<file path="src/rtl/mem_access_unit_if.sv">
// Data-memory bus between the RV32I memory stage (master) and the data memory (slave).
// Requests are valid/ready; read data returns later on rvalid.
interface mem_access_unit_if #(
    parameter int XLEN = 32
);
    logic                req;
    logic                we;
    logic [XLEN-1:0]     addr;
    logic [XLEN-1:0]     wdata;
    logic [XLEN/8-1:0]   wstrb;
    logic                ready;
    logic                rvalid;
    logic [XLEN-1:0]     rdata;

    modport master (
        output req, we, addr, wdata, wstrb,
        input  ready, rvalid, rdata
    );

    modport slave (
        input  req, we, addr, wdata, wstrb,
        output ready, rvalid, rdata
    );
endinterface

</file>
<file path="src/rtl/mem_access_unit.sv">
// RV32I memory stage: store strobes, load extension, variable-latency bus FSM and MEM/WB register.
// Optional MISALIGN_TRAP_EN adds MisalignW and suppresses misaligned accesses.
module mem_access_unit #(
    parameter int              XLEN      = 32,
    parameter logic [XLEN-1:0] RESET_PC4 = '0
) (
    input  logic                CLK,
    input  logic                RST,
    input  logic                RegWriteM,
    input  logic                MemWriteM,
    input  logic [1:0]          ResultSrcM,
    input  logic [2:0]          LoadControlM,
    input  logic [2:0]          StoreControlM,
    input  logic [4:0]          rdM,
    input  logic [XLEN-1:0]     ALUResultM,
    input  logic [XLEN-1:0]     WriteDataM,
    input  logic [XLEN-1:0]     PCPlus4M,
    input  logic [XLEN-1:0]     PCTargetM,
    mem_access_unit_if.master   dmem,
    output logic                StallM,
`ifdef MISALIGN_TRAP_EN
    output logic                MisalignW,
`endif
    output logic                RegWriteW,
    output logic [1:0]          ResultSrcW,
    output logic [4:0]          rdW,
    output logic [XLEN-1:0]     ReadDataW,
    output logic [XLEN-1:0]     ALUResultW,
    output logic [XLEN-1:0]     PCPlus4W,
    output logic [XLEN-1:0]     PCTargetW
);

    typedef enum logic {
        IDLE,
        WAIT_RESP
    } state_t;

    state_t          r_state;
    state_t          w_next_state;

    logic            w_mem_op;
    logic            w_store_ok;
    logic            w_misalign;
    logic            w_issue;
    logic [3:0]      w_wstrb;
    logic [7:0]      w_byte;
    logic [15:0]     w_half;
    logic [XLEN-1:0] w_load_data;

    assign w_mem_op   = MemWriteM || (ResultSrcM == 2'b01);
    assign w_store_ok = StoreControlM inside {3'b000, 3'b001, 3'b010};

`ifdef MISALIGN_TRAP_EN
    logic w_half_op;
    logic w_word_op;

    assign w_half_op  = MemWriteM ? (StoreControlM == 3'b001)
                                  : (LoadControlM == 3'b001 || LoadControlM == 3'b101);
    assign w_word_op  = MemWriteM ? (StoreControlM == 3'b010) : (LoadControlM == 3'b010);
    assign w_misalign = w_mem_op && ((w_half_op && ALUResultM[0])
                                  || (w_word_op && ALUResultM[1:0] != 2'b00));
`else
    assign w_misalign = 1'b0;
`endif

    // Unsupported store encodings and trapped misaligned ops never reach the bus.
    assign w_issue = w_mem_op && !w_misalign && (!MemWriteM || w_store_ok);

    always_comb begin
        w_wstrb = 4'b0000;
        if (MemWriteM) begin
            case (StoreControlM)
                3'b000:  w_wstrb = 4'b0001 << ALUResultM[1:0];
                3'b001:  w_wstrb = 4'b0011 << {ALUResultM[1], 1'b0};
                3'b010:  w_wstrb = 4'b1111;
                default: w_wstrb = 4'b0000;
            endcase
        end
    end

    assign dmem.addr  = {ALUResultM[XLEN-1:2], 2'b00};
    assign dmem.wdata = WriteDataM;
    assign dmem.wstrb = w_wstrb;

    always_comb begin
        case (ALUResultM[1:0])
            2'b00:   w_byte = dmem.rdata[7:0];
            2'b01:   w_byte = dmem.rdata[15:8];
            2'b10:   w_byte = dmem.rdata[23:16];
            default: w_byte = dmem.rdata[31:24];
        endcase
        w_half = ALUResultM[1] ? dmem.rdata[31:16] : dmem.rdata[15:0];
        case (LoadControlM)
            3'b000:  w_load_data = {{(XLEN-8){w_byte[7]}}, w_byte};
            3'b001:  w_load_data = {{(XLEN-16){w_half[15]}}, w_half};
            3'b100:  w_load_data = {{(XLEN-8){1'b0}}, w_byte};
            3'b101:  w_load_data = {{(XLEN-16){1'b0}}, w_half};
            default: w_load_data = dmem.rdata;
        endcase
    end

    // NOTE: reset is synchronous, so it is sampled inside the clocked block like any other input.
    always_ff @(posedge CLK) begin
        if (RST) begin
            r_state <= IDLE;
        end else begin
            r_state <= w_next_state;
        end
    end

    // Reset also masks the request so nothing reaches the bus while the pipeline is being cleared.
    always_comb begin
        w_next_state = r_state;
        dmem.req     = 1'b0;
        dmem.we      = 1'b0;
        StallM       = 1'b0;
        if (!RST) begin
            case (r_state)
                IDLE: begin
                    if (w_issue) begin
                        dmem.req = 1'b1;
                        dmem.we  = MemWriteM;
                        if (!dmem.ready) begin
                            StallM = 1'b1;
                        end else if (!MemWriteM) begin
                            StallM       = 1'b1;
                            w_next_state = WAIT_RESP;
                        end
                    end
                end
                WAIT_RESP: begin
                    if (dmem.rvalid) begin
                        w_next_state = IDLE;
                    end else begin
                        StallM = 1'b1;
                    end
                end
                default: w_next_state = IDLE;
            endcase
        end
    end

    // A stall inserts a bubble; the data fields keep their last value.
    always_ff @(posedge CLK) begin
        if (RST) begin
            RegWriteW  <= 1'b0;
            ResultSrcW <= 2'b00;
            rdW        <= 5'd0;
            ReadDataW  <= '0;
            ALUResultW <= '0;
            PCPlus4W   <= RESET_PC4;
            PCTargetW  <= '0;
`ifdef MISALIGN_TRAP_EN
            MisalignW  <= 1'b0;
`endif
        end else if (StallM) begin
            RegWriteW  <= 1'b0;
            rdW        <= 5'd0;
`ifdef MISALIGN_TRAP_EN
            MisalignW  <= 1'b0;
`endif
        end else begin
            RegWriteW  <= RegWriteM && !w_misalign;
            ResultSrcW <= ResultSrcM;
            rdW        <= rdM;
            ALUResultW <= ALUResultM;
            PCPlus4W   <= PCPlus4M;
            PCTargetW  <= PCTargetM;
            if (r_state == WAIT_RESP) begin
                ReadDataW <= w_load_data;
            end
`ifdef MISALIGN_TRAP_EN
            MisalignW  <= w_misalign;
`endif
        end
    end

endmodule

</file>
<file path="src/flat_wrapper.sv">
// flat-port wrapper written by rule: the top's interface ports become plain ports
module mem_access_unit_flat 
#(
    parameter int              XLEN      = 32,
    parameter logic [XLEN-1:0] RESET_PC4 = '0
)
  (CLK, RST, RegWriteM, MemWriteM, ResultSrcM, LoadControlM, StoreControlM, rdM, ALUResultM, WriteDataM, PCPlus4M, PCTargetM, StallM, RegWriteW, ResultSrcW, rdW, ReadDataW, ALUResultW, PCPlus4W, PCTargetW, dmem_req, dmem_we, dmem_addr, dmem_wdata, dmem_wstrb, dmem_ready, dmem_rvalid, dmem_rdata);
  mem_access_unit_if #(.XLEN(XLEN)) dmem_i ();
  input  logic CLK;
  input  logic RST;
  input  logic RegWriteM;
  input  logic MemWriteM;
  input  logic [1:0] ResultSrcM;
  input  logic [2:0] LoadControlM;
  input  logic [2:0] StoreControlM;
  input  logic [4:0] rdM;
  input  logic [XLEN-1:0] ALUResultM;
  input  logic [XLEN-1:0] WriteDataM;
  input  logic [XLEN-1:0] PCPlus4M;
  input  logic [XLEN-1:0] PCTargetM;
  output logic StallM;
  output logic RegWriteW;
  output logic [1:0] ResultSrcW;
  output logic [4:0] rdW;
  output logic [XLEN-1:0] ReadDataW;
  output logic [XLEN-1:0] ALUResultW;
  output logic [XLEN-1:0] PCPlus4W;
  output logic [XLEN-1:0] PCTargetW;
  output wire logic [$bits(dmem_i.req)-1:0] dmem_req;
  output wire logic [$bits(dmem_i.we)-1:0] dmem_we;
  output wire logic [$bits(dmem_i.addr)-1:0] dmem_addr;
  output wire logic [$bits(dmem_i.wdata)-1:0] dmem_wdata;
  output wire logic [$bits(dmem_i.wstrb)-1:0] dmem_wstrb;
  input wire logic [$bits(dmem_i.ready)-1:0] dmem_ready;
  input wire logic [$bits(dmem_i.rvalid)-1:0] dmem_rvalid;
  input wire logic [$bits(dmem_i.rdata)-1:0] dmem_rdata;
  assign dmem_req = dmem_i.req;
  assign dmem_we = dmem_i.we;
  assign dmem_addr = dmem_i.addr;
  assign dmem_wdata = dmem_i.wdata;
  assign dmem_wstrb = dmem_i.wstrb;
  assign dmem_i.ready = dmem_ready;
  assign dmem_i.rvalid = dmem_rvalid;
  assign dmem_i.rdata = dmem_rdata;
  mem_access_unit #(.XLEN(XLEN), .RESET_PC4(RESET_PC4)) u_core (.CLK(CLK), .RST(RST), .RegWriteM(RegWriteM), .MemWriteM(MemWriteM), .ResultSrcM(ResultSrcM), .LoadControlM(LoadControlM), .StoreControlM(StoreControlM), .rdM(rdM), .ALUResultM(ALUResultM), .WriteDataM(WriteDataM), .PCPlus4M(PCPlus4M), .PCTargetM(PCTargetM), .dmem(dmem_i), .StallM(StallM), .RegWriteW(RegWriteW), .ResultSrcW(ResultSrcW), .rdW(rdW), .ReadDataW(ReadDataW), .ALUResultW(ALUResultW), .PCPlus4W(PCPlus4W), .PCTargetW(PCTargetW));
endmodule
</file>
<file path="config.mk">
export PLATFORM = sky130hd
export DESIGN_NAME = mem_access_unit_flat
export DESIGN_NICKNAME = d
export VERILOG_FILES = /design/src/rtl/mem_access_unit_if.sv /design/src/rtl/mem_access_unit.sv /design/src/flat_wrapper.sv
export SDC_FILE = /design/constraint.sdc
export NUM_CORES = 1
export LEC_CHECK = 0
export ABC_CLOCK_PERIOD_IN_PS = 3700
export BUFFER_PORTS_ARGS = -buffer_cell sky130_fd_sc_hd__buf_2
export CAP_MARGIN = 5
export CELL_PAD_IN_SITES_DETAIL_PLACEMENT = 0
export CELL_PAD_IN_SITES_GLOBAL_PLACEMENT = 1
export CORE_AREA = 2 2 149 151
export CTS_CLUSTER_DIAMETER = 100
export CTS_CLUSTER_SIZE = 30
export DETAILED_ROUTE_END_ITERATION = 8
export DIE_AREA = 0 0 151 153
export HOLD_SLACK_MARGIN = 0.15
export PLACE_DENSITY = 0.75
export SYNTH_ARGS = -nofsm -noshare
export SYNTH_HDL_FRONTEND = slang
export SYNTH_SLANG_ARGS = --single-unit
</file>
<file path="constraint.sdc">
create_clock -name CLK -period 3.7 [get_ports CLK]
set_input_delay 0.185 -clock CLK [delete_from_list [all_inputs] [get_ports CLK]]
set_output_delay 0.185 -clock CLK [all_outputs]
set_load 0.02 [all_outputs]
</file>
# Word level (Yosys, flattened, before mapping)
# Cells that the tools add are included.
[op_classes]
eq_ne = 8
n_shift = 2
reduce_logical = 10
muxes = 20
bitwise_logic = 2
[ops]
columns = ["operator", "count"]
rows = [
  ["$pmux 32 s4", 1],
  ["$pmux 8 s3", 1],
  ["$mux 16", 1],
  ["$mux 1", 13],
  ["$pmux 4 s3", 1],
  ["$eq 3x1->1 const B", 2],
  ["$eq 3x3->1 const B", 2],
  ["$logic_not 3->1", 2],
  ["$eq 2x1->1 const B", 2],
  ["$mux 4", 1],
  ["$pmux 1 s2", 2],
  ["$shl 1x2->4 const A", 1],
  ["$shl 2x2->4 const A", 1],
  ["$eq 3x2->1 const B", 1],
  ["$reduce_bool 3->1", 1],
  ["$eq 2x2->1 const B", 1],
  ["$logic_not 2->1", 1],
  ["$logic_or 1x1->1", 2],
  ["$not 1->1", 2],
  ["$reduce_and 2->1", 1],
  ["$reduce_or 2->1", 1],
  ["$logic_and 1x1->1", 1],
  ["$logic_not 1->1", 1],
]
[totals]
output_inout_bits = 207
input_bits = 179
ff_bits = 137
elab_cells = 50

# Logic depth before layout (Yosys ltp)
[logic_depth]
ltp_word = 9
ltp_mapped = 7

# Least setup slack after synthesis
# Ideal clock, no wire load.
[synth_timing]
kind = "input-to-output"
from = "input port StoreControlM[2]"
to = "output port dmem_we"
path_buffers = 0
arrival_time_ns = 1.418
setup_slack_ns = 2.097
cell_stages = 4
path_cell_list = "and2b_1 nand2_1 a211oi_1 and2_1"
[synth_via]
elab_chain_cells = 7
[synth_rtl]
columns = ["element", "line", "text"]
rows = [
  ["start: declaration", "flat_wrapper.sv:15", "input logic [2:0] StoreControlM;"],
  ["$eq 3x1->1 (tied with other cells)", "mem_access_unit.sv:51", "assign w_store_ok = StoreControlM inside {3'b000, 3'b001, 3'b010};"],
  ["$reduce_bool 3->1 *", "mem_access_unit.sv:51", ""],
  ["$logic_or 1x1->1 *", "mem_access_unit.sv:67", "assign w_issue = w_mem_op && !w_misalign && (!MemWriteM || w_store_ok);"],
  ["$logic_and 1x1->1 *", "mem_access_unit.sv:67", ""],
  ["$mux 1 *", "mem_access_unit.sv:120", "if (w_issue) begin"],
  ["$mux 1 *", "mem_access_unit.sv:118", "case (r_state)"],
  ["$mux 1 *", "mem_access_unit.sv:117", "if (!RST) begin"],
  ["end: declaration", "flat_wrapper.sv:30", "output wire logic [$bits(dmem_i.we)-1:0] dmem_we;"],
]
# Every way passes the cells marked *; elsewhere a longest branch is shown, timed or not.

# Final worst setup path
[layout_timing]
from = "input port ResultSrcM[1]"
to = "output port StallM"
[layout_via]
elab_chain_cells = 6
[layout_rtl]
columns = ["element", "line", "text"]
rows = [
  ["start: declaration", "flat_wrapper.sv:13", "input logic [1:0] ResultSrcM;"],
  ["$eq 2x1->1", "mem_access_unit.sv:50", "assign w_mem_op = MemWriteM || (ResultSrcM == 2'b01);"],
  ["$logic_or 1x1->1", "mem_access_unit.sv:50", ""],
  ["$logic_and 1x1->1", "mem_access_unit.sv:67", ""],
  ["$mux 1", "mem_access_unit.sv:120", ""],
  ["$pmux 1 s2", "mem_access_unit.sv:118", ""],
  ["$mux 1", "mem_access_unit.sv:117", ""],
  ["end: declaration", "flat_wrapper.sv:21", "output logic StallM;"],
]
# No other way between the ends.

==> Implementation_results.wiki <==
{| class="wikitable"
! Metric !! Value
|-
| Pre-CTS setup slack || around 1.5 ns
|-
| Delay of the slowest cell on the worst path || between 0.5 and 0.6 ns
|-
| Predominant post-synthesis flop cell || sky130_fd_sc_hd__dfxtp_1
|-
| Vias || roughly 5,400
|-
| Required time at the endpoint of the critical path || around 3.5 ns
|-
| Average detailed-routed wire length per instance || around 16 microns
|-
| Worst path arrival time || 2.13 ns
|-
| Remaining Overflow, GRT || 0
|-
| DR vias/cell || between 4 and 5
|-
| Async set-or-reset flop fraction in the synthesized netlist || 0%
|-
| Final Max Tran Viols || 0
|-
| Dominant cell type by count on the critical path || sky130_fd_sc_hd__buf_2
|-
| Crit-path leading delay family || buffers and inverters
|-
| Maximum clock skew at final layout || about 0.015 ns
|-
| Clock root buffer || sky130_fd_sc_hd__clkbuf_16
|-
| Hold path startpoint || dmem_rdata[15]
|-
| Library cell occupying the most area in the post-synthesis netlist || sky130_fd_sc_hd__dfxtp_1
|-
| Total of max-cap violations || 0
|-
| # H-tree levels || 4
|-
| Leading cell types by total area after synthesis || sky130_fd_sc_hd__dfxtp_1 (50%), sky130_fd_sc_hd__a22o_1 (16%), sky130_fd_sc_hd__buf_4 (8.9%)
|-
| Max Fclk || about 430 MHz
|-
| Starting DRT DRC Count || 228
|-
| TritonCTS buffer count || 17
|-
| Antenna violations before repair || 2
|-
| Routability-driven placement congestion ratio || ~0.8
|-
| Cell area after layout || about 8600 sq um
|-
| Reg-to-reg startpoint || u_core.r_state
|-
| Number of buffer cells added on primary ports || between 300 and 400
|-
| Number of library cell types mapped by synthesis || 37
|-
| Clock latency at the later pin of the worst-skew pair || between 0.4 and 0.5 ns
|-
| Worst Reg-to-Reg Cells || 4
|-
| Hold WC Path Type || input port to register
|-
| Via count of the first global-routing pass || about 5,300
|-
| Count of flip-flops with a built-in enable after synthesis || 0
|-
| TritonCTS clock tree || done
|-
| Depth of the worst hold-timing path || 3
|-
| Kind of end point of the critical path || output port
|-
| Width of the die || ~150 microns
|-
| Final wirelength || around 19 mm
|-
| Worst max-slew margin expressed relative to the limit || between 40 and 50%
|-
| Seq cells post-synth || ~140
|-
| Hold Path Sink || u_core.ReadDataW[15]
|-
| Proportion of synthesized chip area in sequential cells || between 50 and 60%
|-
| Area share of the leading cell type in the synthesized netlist || between 50 and 60%
|-
| Number of sinks handled by clock tree synthesis || 137
|-
| Total number of placement rows || 54
|-
| Maximum number of pins on one net before global-route repair || 100
|-
| Total placed instance area || 6740 sq um
|-
| Die Ht || roughly 150 microns
|-
| Number of hold-slack violations in the final timing report || 0
|-
| Total design power || roughly 0.004 W
|-
| Status || complete, no violations
|-
| Cell-by-cell listing of the critical path || dlygate4sd3_1, buf_2, nor3b_2, a311oi_2, nor3_4, buf_12, buf_2
|-
| Clock Path Buffers || 2
|-
| Net total in the final layout || 1,074
|-
| Peak supply drop || ~200 uV
|-
| Worst path setup slack after routing || around 1.4 ns
|-
| Number of buffers and inverters on the critical path || 4
|-
| Post-synthesis area per instance || ~10 sq um
|-
| Global-route wire length before repair || roughly 28 mm
|-
| Top-Level Pins || between 300 and 400
|-
| Area grow syn2layout || 57.7%
|-
| Share of cells above drive strength 1 || about two fifths
|-
| Initial Util || between 20 and 30%
|-
| Detailed placement HPWL || 12.6 mm
|-
| Kind of critical path || input port to output port
|-
| Maximum fanout count along the critical path || 99
|-
| Share of the cycle needed by the critical path after routing || 62.5%
|-
| Unrepaired setup endpoints after global routing || false
|-
| Area of the core || ~21,000 sq um
|-
| Worst reg2reg endpoint || u_core.PCPlus4W[13]
|-
| Clock transition at path regs || approximately 0.060 ns
|-
| GRT Total Usage || 15.7%
|-
| Filler cell count in the final layout || approximately 2,100
|-
| Setup crit start kind || input port
|-
| R2r setup slk || approximately 1.7 ns
|-
| Static leakage || 4.16 nW
|-
| Actual slew at the worst max-slew pin || a little over 0.8 ns
|-
| DR pass1 iterations || 5
|-
| Summed instance area of the synthesized netlist || around 5500 sq um
|-
| Remaining antenna violation count after routing || 0
|-
| Setup tns final || 0 ns
|-
| Warning count from the yosys run || 0
|-
| Final count of negative-setup-slack endpoints || 0
|-
| PD cells || 470 nW/um^2
|-
| Slowest library cell on the worst path || sky130_fd_sc_hd__dlygate4sd3_1
|-
| Die Area || roughly 23,000 sq um
|-
| Cells after Synth || approximately 530
|-
| DRC violations left || 0
|-
| Minimum clock period || 2.31 ns
|}
[placed cells by master, fill, tap and decap left out, types with 7 or more instances in the layout]
| cell type | netlist | final |
|---|---|---|
| sky130_fd_sc_hd__a211oi_1 | 32 | 32 |
| sky130_fd_sc_hd__a21o_1 | 7 | 7 |
| sky130_fd_sc_hd__a21oi_1 | 16 | 16 |
| sky130_fd_sc_hd__a22o_1 | 99 | 99 |
| sky130_fd_sc_hd__a22oi_1 | 7 | 7 |
| sky130_fd_sc_hd__and2_1 | 8 | 8 |
| sky130_fd_sc_hd__buf_2 | 13 | 319 |
| sky130_fd_sc_hd__clkbuf_16 | 0 | 17 |
| sky130_fd_sc_hd__dfxtp_1 | 137 | 137 |
| sky130_fd_sc_hd__dlygate4sd3_1 | 0 | 127 |
| sky130_fd_sc_hd__nand2_1 | 26 | 26 |
| sky130_fd_sc_hd__nand3_1 | 12 | 12 |
| sky130_fd_sc_hd__nor2_1 | 37 | 37 |
| sky130_fd_sc_hd__nor2b_1 | 7 | 7 |
[worst max path at each step]
| stage | start | endpoint | slack, ns | cells past startpoint |
|---|---|---|---|---|
| 6_report | ResultSrcM[1] | StallM | 1.39 | 7 |
| 3_3_place_gp | RST | u_core.ReadDataW[30] | 1.58 | 5 |
| 4_1_cts | ResultSrcM[1] | StallM | 1.40 | 7 |
| 3_5_place_dp | RST | u_core.ReadDataW[21] | 1.52 | 5 |
| 2_1_floorplan | StoreControlM[2] | dmem_we | 2.10 | 4 |
| 5_1_grt | ResultSrcM[1] | StallM | 1.31 | 7 |
[kinds of logic after synthesis]
family                 count (synthesis)  synth area share (%)
AO/OA/AOI/OAI                        176                  26.1
flip-flops                           137                  50.2
buffers and inverters                110                  13.8
other                                  1                0.0687
AND/OR/NAND/NOR                      102                  8.94
multiplexers                           5                 0.940
[cell type report]
cell class              count  area, sq um  area share, %
clock buffers              17          425           4.94
repair buffers            450         2920           33.9
multi-input cells         285         1980           22.9
clock inverters            15          176           2.05
flip-flops and latches    137         2740           31.9
diodes                      1         2.50         0.0291
well taps                 280          350           4.07
inverters                   4         15.0          0.174
[stage by stage]
step	std cells	hold slack (ns)	utilization, %
2_1_floorplan	532	0.307	-
3_3_place_gp	1029	0.370	31.3
3_5_place_dp	1029	0.370	31.3
4_1_cts	1188	0.156	40.1
5_1_grt	1189	0.155	40.1
6_report	1189	0.183	40.1
[per-layer routing]
layer | GRT usage, % | vias up | part of all wire, %
met5 | 0 | - | 0.052
met1 | 17.9 | 2535 | 42
met4 | 5.87 | 2 | 2.3
met2 | 26.7 | 246 | 47
li1 | - | 2601 | -
met3 | 5.55 | 36 | 8.4
[cell usage after synthesis, types with 2 or more instances]
library cell and n:
sky130_fd_sc_hd__a211oi_1 32, sky130_fd_sc_hd__a21o_1 7, sky130_fd_sc_hd__a21oi_1 16, sky130_fd_sc_hd__a22o_1 99
sky130_fd_sc_hd__a22oi_1 7, sky130_fd_sc_hd__a31o_2 6, sky130_fd_sc_hd__and2_1 8, sky130_fd_sc_hd__and2b_1 2
sky130_fd_sc_hd__buf_1 2, sky130_fd_sc_hd__buf_2 13, sky130_fd_sc_hd__buf_4 65, sky130_fd_sc_hd__buf_8 7
sky130_fd_sc_hd__clkbuf_1 19, sky130_fd_sc_hd__dfxtp_1 137, sky130_fd_sc_hd__inv_1 4, sky130_fd_sc_hd__mux2i_1 4
sky130_fd_sc_hd__nand2_1 26, sky130_fd_sc_hd__nand2b_1 4, sky130_fd_sc_hd__nand3_1 12, sky130_fd_sc_hd__nor2_1 37
sky130_fd_sc_hd__nor2b_1 7, sky130_fd_sc_hd__o21ai_0 2
[state kept, by name, summed over array words and instances, names as in the netlist]
signal / cells
u_core.PCPlus4W: 32
u_core.rdW: 5
u_core.r_state: 1
u_core.ResultSrcW: 2
u_core.ALUResultW: 32
u_core.RegWriteW: 1
u_core.PCTargetW: 32
u_core.ReadDataW: 32
[worst min-delay path, stage by stage]
cell	delay, ns
sky130_fd_sc_hd__buf_2	0.11
sky130_fd_sc_hd__a21oi_1	0.16
sky130_fd_sc_hd__a211oi_1	0.09
[power by group]
part / switching (W) / internal, W / total (W)
Sequential: 0.0000465 / 0.00157 / 0.00162
Clock: 0.000758 / 0.000968 / 0.00173
Combinational: 0.000388 / 0.000318 / 0.000706
[what timing repair did]
item	4_1_cts	5_1_grt
hold endpoints to repair	127	0
setup buffers	0	0
hold buffers	127	0
resized for setup	0	0
No activity file was read; power rests on OpenSTA's default activity.
